`src/rtl/pwm_audio_stream.sv`:
```
// pwm_audio_stream: FIFO-fed PWM audio player with priming, underrun count, volume and amp control.
// Define AUDIO_SIGNED_EN for two's-complement s_data; the default is offset binary.
module pwm_audio_stream #(
    parameter int SAMPLE_W    = 8,
    parameter int PWM_PERIOD  = 2268,
    parameter int FIFO_DEPTH  = 16,
    parameter int PRIME_LEVEL = 8
) (
    input  logic                        clk,
    input  logic                        reset,
    input  logic                        enable,
    input  logic [31:0]                 divisor,
    input  logic [2:0]                  vol_shift,
    input  logic [SAMPLE_W-1:0]         s_data,
    input  logic                        s_valid,
    output logic                        s_ready,
    output logic                        pwm_out,
    output logic                        aud_sd,
    output logic                        sample_tick,
    output logic [$clog2(FIFO_DEPTH):0] fifo_level,
    output logic [15:0]                 underrun_cnt
);
    localparam int AW = $clog2(FIFO_DEPTH);
    localparam int LW = AW + 1;
    localparam int CW = $clog2(PWM_PERIOD);
    localparam logic [SAMPLE_W-1:0] MID = {1'b1, {(SAMPLE_W-1){1'b0}}};

    typedef enum logic [1:0] {IDLE, PRIME, PLAY} state_t;

    state_t                     state, state_n;
    logic [SAMPLE_W-1:0]        mem [FIFO_DEPTH];
    logic [AW-1:0]              wr_ptr, rd_ptr;
    logic [SAMPLE_W-1:0]        cur_sample, rd_data;
    logic signed [SAMPLE_W-1:0] s_in, s_att;
    logic [CW-1:0]              duty, pwm_cnt;
    logic [31:0]                tick_cnt, d_eff;
    logic                       push, pop, empty;

    always_comb begin
        empty       = fifo_level == '0;
        s_ready     = fifo_level != LW'(FIFO_DEPTH);
        push        = s_valid && s_ready;
        d_eff       = divisor < 32'd2 ? 32'd2 : divisor;
        // >= rather than == so a shrinking divisor wraps at once instead of running off
        sample_tick = state == PLAY && tick_cnt >= d_eff - 32'd1;
        pop         = sample_tick && !empty;
        aud_sd      = state != IDLE;
        rd_data     = mem[rd_ptr];
`ifdef AUDIO_SIGNED_EN
        s_in        = rd_data;
`else
        s_in        = rd_data ^ MID;
`endif
        s_att       = s_in >>> vol_shift;
        state_n     = !enable ? IDLE :
                      state == IDLE ? PRIME :
                      (state == PRIME && fifo_level >= LW'(PRIME_LEVEL)) ? PLAY : state;
    end

    always_ff @(posedge clk)
        if (push) mem[wr_ptr] <= s_data;

    always_ff @(posedge clk or posedge reset) begin
        if (reset) begin
            state        <= IDLE;
            wr_ptr       <= '0;
            rd_ptr       <= '0;
            fifo_level   <= '0;
            cur_sample   <= MID;
            duty         <= '0;
            pwm_cnt      <= '0;
            tick_cnt     <= '0;
            pwm_out      <= 1'b0;
            underrun_cnt <= '0;
        end else begin
            state      <= state_n;
            wr_ptr     <= wr_ptr + AW'(push);
            rd_ptr     <= rd_ptr + AW'(pop);
            fifo_level <= fifo_level + LW'(push) - LW'(pop);
            tick_cnt   <= (state == PLAY && !sample_tick) ? tick_cnt + 32'd1 : '0;
            pwm_cnt    <= (state != PLAY || pwm_cnt == CW'(PWM_PERIOD - 1)) ? '0 : pwm_cnt + 1'b1;
            if (sample_tick) cur_sample <= empty ? MID : $unsigned(s_att) ^ MID;
            duty       <= CW'((32'(cur_sample) * 32'(PWM_PERIOD)) >> SAMPLE_W);
            pwm_out    <= state == PLAY && duty > pwm_cnt;
            if (sample_tick && empty && underrun_cnt != 16'hFFFF) underrun_cnt <= underrun_cnt + 16'd1;
        end
    end
endmodule

```
`config.mk`:
```
export PLATFORM = sky130hd
export DESIGN_NAME = pwm_audio_stream
export DESIGN_NICKNAME = d
export VERILOG_FILES = /design/src/rtl/pwm_audio_stream.sv
export SDC_FILE = /design/constraint.sdc
export NUM_CORES = 1
export LEC_CHECK = 0
export ABC_AREA = 1
export BUFFER_PORTS_ARGS = -buffer_cell sky130_fd_sc_hd__clkbuf_2
export CELL_PAD_IN_SITES_DETAIL_PLACEMENT = 2
export CELL_PAD_IN_SITES_GLOBAL_PLACEMENT = 2
export CORE_MARGIN = 4
export CORE_UTILIZATION = 39
export CTS_CLUSTER_DIAMETER = 50
export DETAILED_ROUTE_END_ITERATION = 7
export GPL_ROUTABILITY_DRIVEN = 0
export PLACE_DENSITY = 0.81
export SLEW_MARGIN = 20
export SYNTH_ARGS = -nofsm -noshare
export SYNTH_HDL_FRONTEND = slang
export SYNTH_SLANG_ARGS = --single-unit
```
`constraint.sdc`:
```
create_clock -name clk -period 4.5 [get_ports clk]
set_clock_uncertainty 0.15 [all_clocks]
set_input_delay 0 -clock clk [delete_from_list [all_inputs] [get_ports clk]]
set_output_delay 0 -clock clk [all_outputs]
set_load 0.1 [all_outputs]
```
==> reports/qor_table.md, run 1 <==
| Stage | Result | Value |
|---|---|---|
| global route | Global-route wire length before repair | 68.05 mm |
| detailed routing | Ratio of routed vias to standard cells | 5.212 |
| synth | Instance count of the mapped netlist | 1520 |
| timing | Period minus WS final | 4.332 ns |
| hold path | Hold path depth | 4 |
| worst setup path | Max Fanout on Critical Path | 5 |
| worst setup path | Start-to-end type of the worst setup path | in2reg |
| worst setup path | Sort of element at the start of the critical path | primary input |
| synth | Top flip-flop cell by instance count after synthesis | sky130_fd_sc_hd__edfxtp_1 |
| hold path | Path type of the worst min-delay path | in2reg |
| worst setup path | Critical path's largest stage delay | 0.40 ns |
| run status | Result of the run | finished, final reports clean |
| detailed routing | Detailed Route WL | 43.22 mm |
| floorplanning | Initial core utilization | 39.92% |
| synth | Number of enable-type register cells in the synthesized netlist | 128 |
| detailed routing | Number of design-rule violations left by the first detailed-router iteration | 440 |
| finish | Final #Nets | 1831 |
| clock network | Inserted Clock Buffers | 29 |
| worst setup path | Register-to-register path setup slack | 0.27 ns |
| global route | Grt ovf | 0 |
| hold path | Hold path startpoint | enable |
| timing | Number of failing hold endpoints at the final stage | 0 |
| clock network | Largest buffer count on any clock path | 3 |
| synth | Share of synthesized area occupied by flip-flops and latches | 46.33% |
| synth | Cell types with the largest area share after synthesis | sky130_fd_sc_hd__edfxtp_1, sky130_fd_sc_hd__dfrtp_1, sky130_fd_sc_hd__nand2_1 |
| detailed routing | # DRC | 0 |
| job | Number of max-cap violations | 0 |
| clock network | CTS H-tree lvls | 1 |
| synth | #FFs+latches synth | 224 |
| worst setup path | Worst reg2reg path endpoint | duty[9] |
| synth | Cell taking the most area after synthesis | sky130_fd_sc_hd__edfxtp_1 |
| floorplanning | Die footprint | 0.03762 mm² |
| timing | Finish-stage setup viols | 0 |
| floorplanning | Total I/O pin count | 72 |
| detailed routing | Post-route antenna net violation count | 0 |
| worst setup path | Critical path endpoint category | flop |
| clock network | Post-CTS clock slew at the launch and capture registers of the worst setup and hold paths | 0.06 ns |
| floorplanning | Standard cell core area | 0.03378 mm² |
| timing | Final Max Tran Viols | 0 |
| timing | Slew at the pin closest to its max-slew limit | 1.112 ns |
| global route | Pin count of the biggest net entering global routing | 74 |
| synth | Avg Cell Area, Syn | 8.872 µm² |
| timing | Achievable Freq | 0.2308 GHz |
| power and ir drop | Leakage | 7.167 nW |
| finish | Syn-to-layout area delta | 17.51% |
| detailed routing | Detail-routed net length per standard cell | 20.25 µm |
| global route | Number of antenna violations at the first check in global routing | 0 |
| placed design | Quantity of I/O buffers inserted on ports | 71 |
| power and ir drop | Worst voltage drop across the vdd grid | 0.4664 mV |
| timing | Portion of the clock cycle consumed by the worst path in the final layout | 96.27% |
| power and ir drop | Final total power | 0.006558 W |
| floorplanning | Total number of placement rows | 67 |
| synth | Most instantiated library cell after synthesis | sky130_fd_sc_hd__nand2_1 |
| synth | Area share of the largest cell type after synthesis | 28.50% |
| worst setup path | Critical path's most frequent cell | sky130_fd_sc_hd__nor2_1 |
| floorplanning | Die extent in x | 194.0 µm |
| finish | Diodes inserted | 0 |
| synth | Top cells by count, synth | sky130_fd_sc_hd__nand2_1, sky130_fd_sc_hd__inv_1, sky130_fd_sc_hd__nand3_1, sky130_fd_sc_hd__nor2_1, sky130_fd_sc_hd__edfxtp_1 |
| synth | Post-Syn Nets | 1687 |
| worst setup path | Data required time at the worst endpoint | 4.85 ns |
| clock network | Buffer type at the clock tree root | sky130_fd_sc_hd__clkbuf_16 |
| clock network | Clock tree from TritonCTS | built |
| timing | Setup total negative slack | 0 ns |
| timing | Slew margin rel. | 25.56% |
| clock network | TritonCTS Sinks | 224 |
| worst setup path | Critical R2R Launch | cur_sample[7] |
| finish | Number of filler cells placed in the layout | 3689 |
| placed design | Dpl hpwl | 30.14 mm |
| worst setup path | Reg2Reg Depth | 15 |
| power and ir drop | Power Density | 413.8 mW/mm² |
| worst setup path | Crit path max-delay cell type | sky130_fd_sc_hd__fa_2 |
| worst setup path | Arrival time worst endpoint | 4.68 ns |
| detailed routing | Via count | 11120 |
| global route | Overall track demand over capacity in global routing | 22.24% |
| clock network | Clock network latency to the later pin of the worst-skew pair | 0.57 ns |
| synth | Number of warning messages in the yosys log | 0 |
| floorplanning | Vert. Die Dim | 194.0 µm |
| synth | Total standard cell area after synthesis | 0.01349 mm² |
| synth | Number of unique standard cell types used by synthesis | 52 |
| hold path | Hold Path Sink | state[0] |
| detailed routing | Pre-antenna DRT Iters | 4 |
| synth | Proportion of synthesized flip-flops having asynchronous set or reset | 42.86% |
| global route | Via count of the first global-routing pass | 12590 |
| finish | Fraction of final layout cells with drive strength greater than 1 | 14.18% |
cell type report:
class	count	area, µm²	share of cell area, %
repair buffers	146	969.7	6.119
multi-input cells	1068	6427	40.56
inverters	195	737.0	4.651
clock inverters	17	121.4	0.7659
clock buffers	36	782.0	4.935
flip-flops and latches	224	6248	39.43
well taps	448	560.5	3.537
worst max-delay path, delay by kind of cell:
kind,cells,cell delay [ns]
simple gates,20,2.45
buf+inv,5,0.51
compound gates,1,0.13
fa+ha+maj,5,1.25
xor+xnor,2,0.30
registers in the layout (all words and copies together) (netlist names), 4 cells and up:
| name | cells |
|---|---|
| cur_sample | 8 |
| duty | 12 |
| fifo_level | 5 |
| mem | 128 |
| pwm_cnt | 12 |
| rd_ptr | 4 |
| tick_cnt | 32 |
| underrun_cnt | 16 |
| wr_ptr | 4 |
power breakdown:
| part | internal, W | switching, W |
|---|---|---|
| sequential | 0.00242 | 0.000121 |
| clock | 0.00124 | 0.000936 |
| combinational | 0.000592 | 0.00125 |
metal layers:
layer / up-vias / global-route usage, % / wire, µm
met5: - / 0 / 0
met4: 0 / 5.365 / 903
met3: 63 / 2.467 / 1188
met2: 153 / 42.26 / 23120
met1: 5620 / 26.91 / 18000
li1: 5286 / - / -
worst max-delay path by stage:
stage / end / startpoint / cells after the start
finish: fifo_level[4] / divisor[16] / 33
global route: fifo_level[4] / divisor[16] / 33
CTS: duty[9] / cur_sample[7] / 15
detailed placement: fifo_level[4] / divisor[27] / 33
global placement: fifo_level[4] / divisor[16] / 33
floorplan: fifo_level[4] / divisor[16] / 32
kinds of logic after synthesis:
kind of cell | count (synthesis) | synth area share (%)
AOI/OAI and AO/OA | 93 | 3.832
xor gates and xnor gates | 75 | 4.871
adders and majority gates | 120 | 12.14
buffers and inverters | 228 | 6.875
DFF | 224 | 46.33
and+or+nand+nor | 780 | 25.96
through the flow:
stage,setup WS (ns),area (µm²),util (%),cells,hold slack [ns]
floorplan,0.2055,13490,-,1520,-0.05113
global placement,-0.1500,14600,43.21,2056,0.01272
detailed placement,-0.4369,14600,43.21,2056,0.01789
CTS,0.07746,15680,46.42,2127,0.02843
global route,-0.1621,15850,46.91,2134,0.07234
finish,0.1679,15850,46.91,2134,0.05842
placed cells by master (no fill, tap or decap), types with 19 or more instances in the layout:
| cell type | count |
|---|---|
| sky130_fd_sc_hd__a21oi_1 | 41 |
| sky130_fd_sc_hd__buf_4 | 57 |
| sky130_fd_sc_hd__clkbuf_16 | 29 |
| sky130_fd_sc_hd__clkbuf_2 | 70 |
| sky130_fd_sc_hd__dfrtp_1 | 94 |
| sky130_fd_sc_hd__edfxtp_1 | 128 |
| sky130_fd_sc_hd__ha_1 | 100 |
| sky130_fd_sc_hd__inv_1 | 186 |
| sky130_fd_sc_hd__nand2_1 | 359 |
| sky130_fd_sc_hd__nand3_1 | 153 |
| sky130_fd_sc_hd__nand4_1 | 19 |
| sky130_fd_sc_hd__nor2_1 | 145 |
| sky130_fd_sc_hd__nor3_1 | 39 |
| sky130_fd_sc_hd__xnor2_1 | 24 |
| sky130_fd_sc_hd__xor2_1 | 49 |
what timing repair did:
action                                  in CTS  in global routing
buffers inserted                             0                  7
gates resized for setup                      0                 21
endpoints found under the hold margin      194                  0
endpoints found under the setup margin       0                  5
hold buffers                                18                  0
No activity file was read; power rests on OpenSTA's default activity.
==> inputs of run 2 (changes only) <==
CORE_ASPECT_RATIO = 1.4   (was not set)
==> run 2 against run 1 <==
- the run now ends with negative hold slack left
- cell count decreased by 0.66%
- clock power decreased by 6%
- flip-flop and latch count unchanged
- hold slack got worse by 0.060 ns
- non-clock buffer count decreased by 11
- count of clock-buffer cells in the layout decreased by 2
- die area increased by 0.11%
- sequential power about the same
==> reports/qor_table.md, run 2 (synthesized netlist as in run 1, its figures left out) <==
| Stage | Result | Value |
|---|---|---|
| timing | Setup slack after layout | 0.1734 ns |
| finish | Finished Layout Cells | 2120 |
| finish | Layout Utilization | 45.89% |
| placed design | Count of placed standard cells including taps | 2047 |
| worst setup path | Crit path max-delay cell type | sky130_fd_sc_hd__fa_2 |
| finish | Number of flip-flops in the largest register | 128 |
| finish | Fraction of final layout cells with drive strength greater than 1 | 13.18% |
| floorplanning | Standard cell core area | 0.03413 mm² |
| finish | Syn-to-layout area delta | 16.15% |
| run status | Result of the run | complete, but fails checks |
| detailed routing | Pre-antenna DRT Iters | 4 |
| timing | Achievable Freq | 0.2311 GHz |
| clock network | TritonCTS Sinks | 224 |
| power and ir drop | Worst voltage drop across the vdd grid | 0.5014 mV |
| power and ir drop | Leakage | 7.046 nW |
| floorplanning | Total I/O pin count | 72 |
| detailed routing | Ratio of routed vias to standard cells | 5.222 |
| finish | Register with the most flip-flops | mem |
| floorplanning | Die footprint | 0.03766 mm² |
| finish | Top library cells by usage in the layout, fill and taps aside | sky130_fd_sc_hd__nand2_1, sky130_fd_sc_hd__inv_1, sky130_fd_sc_hd__nand3_1 |
| detailed routing | Detail-routed net length per standard cell | 20.19 µm |
| worst setup path | Total buffers and inverters traversed by the critical path | 4 |
| timing | Finish-stage setup viols | 0 |
| detailed routing | Via count | 11070 |
| worst setup path | Critical R2R Launch | cur_sample[7] |
| clock network | Buffer type at the clock tree root | sky130_fd_sc_hd__clkbuf_16 |
| timing | Worst hold-check slack | -0.001523 ns |
| global route | Pin count of the biggest net entering global routing | 74 |
| worst setup path | Data required time at the worst endpoint | 4.82 ns |
| finish | Final #Nets | 1818 |
| worst setup path | Critical path's largest stage delay | 0.38 ns |
| global route | Via count of the first global-routing pass | 12720 |
| detailed routing | Number of design-rule violations left by the first detailed-router iteration | 349 |
| global route | Global-route wire length before repair | 67.30 mm |
| worst setup path | Max Fanout on Critical Path | 5 |
| worst setup path | Critical path endpoint category | flop |
| placed design | Pre-CTS WS | -0.3235 ns |
| finish | Diodes inserted | 0 |
| clock network | Clock network latency to the later pin of the worst-skew pair | 0.55 ns |
| finish | Largest registers | mem x128, tick_cnt x32, underrun_cnt x16 |
| placed design | Dpl hpwl | 31.37 mm |
| finish | Commonest non-fill, non-tap cell in the layout | sky130_fd_sc_hd__nand2_1 |
| timing | Portion of the clock cycle consumed by the worst path in the final layout | 96.15% |
| placed design | Quantity of I/O buffers inserted on ports | 71 |
| worst setup path | Sort of element at the start of the critical path | primary input |
| global route | Busiest layer in global routing | met2 |
| timing | Number of failing hold endpoints at the final stage | 1 |
| placed design | Area of placed instances | 0.01450 mm² |
| clock network | Inserted Clock Buffers | 27 |
| floorplanning | Total number of placement rows | 80 |
| timing | Slew at the pin closest to its max-slew limit | 1.109 ns |
| worst setup path | Register-to-register path setup slack | 0.21 ns |
| job | Number of max-cap violations | 0 |
| clock network | Post-CTS clock slew at the launch and capture registers of the worst setup and hold paths | 0.06 ns |
| clock network | CTS H-tree lvls | 1 |
| global route | Met3 GRT Util | 2.799% |
| hold path | Path type of the worst min-delay path | in2async |
| global route | Overall track demand over capacity in global routing | 22.52% |
| floorplanning | Vert. Die Dim | 228.0 µm |
| global route | Global routing met1 resource utilization | 22.28% |
| clock network | Largest buffer count on any clock path | 3 |
| timing | Period minus WS final | 4.327 ns |
| power and ir drop | Power Density | 406.4 mW/mm² |
| detailed routing | Detailed Route WL | 42.81 mm |
| global route | Grt ovf | 0 |
| finish | Fin area | 0.01566 mm² |
| worst setup path | Reg2Reg Depth | 15 |
| global route | Global-route met2 utilization | 46.92% |
| worst setup path | Arrival time worst endpoint | 4.65 ns |
| timing | Setup total negative slack | 0 ns |
| floorplanning | Die extent in x | 165.2 µm |
| detailed routing | # DRC | 0 |
| timing | Final Max Tran Viols | 0 |
| worst setup path | Worst reg2reg path endpoint | duty[10] |
| timing | Slew margin rel. | 25.80% |
| run status | Failing checks | negative hold slack |
| global route | Number of antenna violations at the first check in global routing | 0 |
| floorplanning | Initial core utilization | 39.51% |
| worst setup path | Start-to-end type of the worst setup path | in2reg |
| detailed routing | Post-route antenna net violation count | 0 |
| worst setup path | Dominant delay contributor by cell family on the critical path | simple AND/OR/NAND/NOR gates |
| clock network | Clock tree from TritonCTS | built |
## run 2: cell count changes in the layout (fill, tap and decap cells not counted), moves of 3 or more
cell / previous run / this run
sky130_fd_sc_hd__clkbuf_1: 4 / 7
sky130_fd_sc_hd__clkinv_2: 7 / 0
sky130_fd_sc_hd__clkbuf_8: 3 / 0
sky130_fd_sc_hd__nor2_2: 8 / 13
sky130_fd_sc_hd__buf_4: 57 / 46
sky130_fd_sc_hd__nor2_1: 145 / 139
## run 2: power by group
part,switching [W],total [W],internal (W)
Sequential,0.000119,0.00253,0.00242
Combinational,0.00123,0.00178,0.000554
Clock,0.000887,0.00205,0.00116
## run 2: per-stage QoR
step | total power (W) | hold WS, ns
after floorplan | 0.003741 | -0.05113
after global placement | 0.004186 | 0.05127
after detailed placement | 0.004310 | 0.06315
after CTS | 0.006421 | 0.01666
after global routing | 0.006750 | 0.09417
final | 0.006365 | -0.001523
## run 2: layer usage
metal	part of all wire, %	vias up
met1	35	5599
met4	2.7	0
met2	60	136
met5	0	-
li1	-	5254
met3	2.5	81
## run 2: worst max path at each step
stage | startpoint | to | depth (start not counted)
2_1_floorplan | divisor[16] | fifo_level[4] | 32
3_3_place_gp | divisor[16] | fifo_level[4] | 33
3_5_place_dp | divisor[16] | fifo_level[4] | 33
4_1_cts | cur_sample[7] | duty[9] | 15
5_1_grt | divisor[16] | fifo_level[4] | 33
6_report | divisor[16] | fifo_level[4] | 33
## run 2: final cells by class
cell class                 count  area, µm²
clock inverter                13      115.1
multi-input combinational   1068       6411
clock buffer                  34      701.9
inverter                     195      737.0
tap                          451      564.3
timing repair buffer         135      885.9
fill                        3733      18470
sequential                   224       6248
## run 2: what timing repair did
item / 4_1_cts / 5_1_grt
endpoints found under the setup margin: 0 / 6
hold buffers: 19 / 0
endpoints found under the hold margin: 199 / 0
setup buffers: 0 / 7
resized for setup: 0 / 24
## run 2: tightest hold or removal path, delay by kind of cell
| family | cells | cell delay (ns) |
|---|---|---|
| buf+inv | 3 | 1.21 |
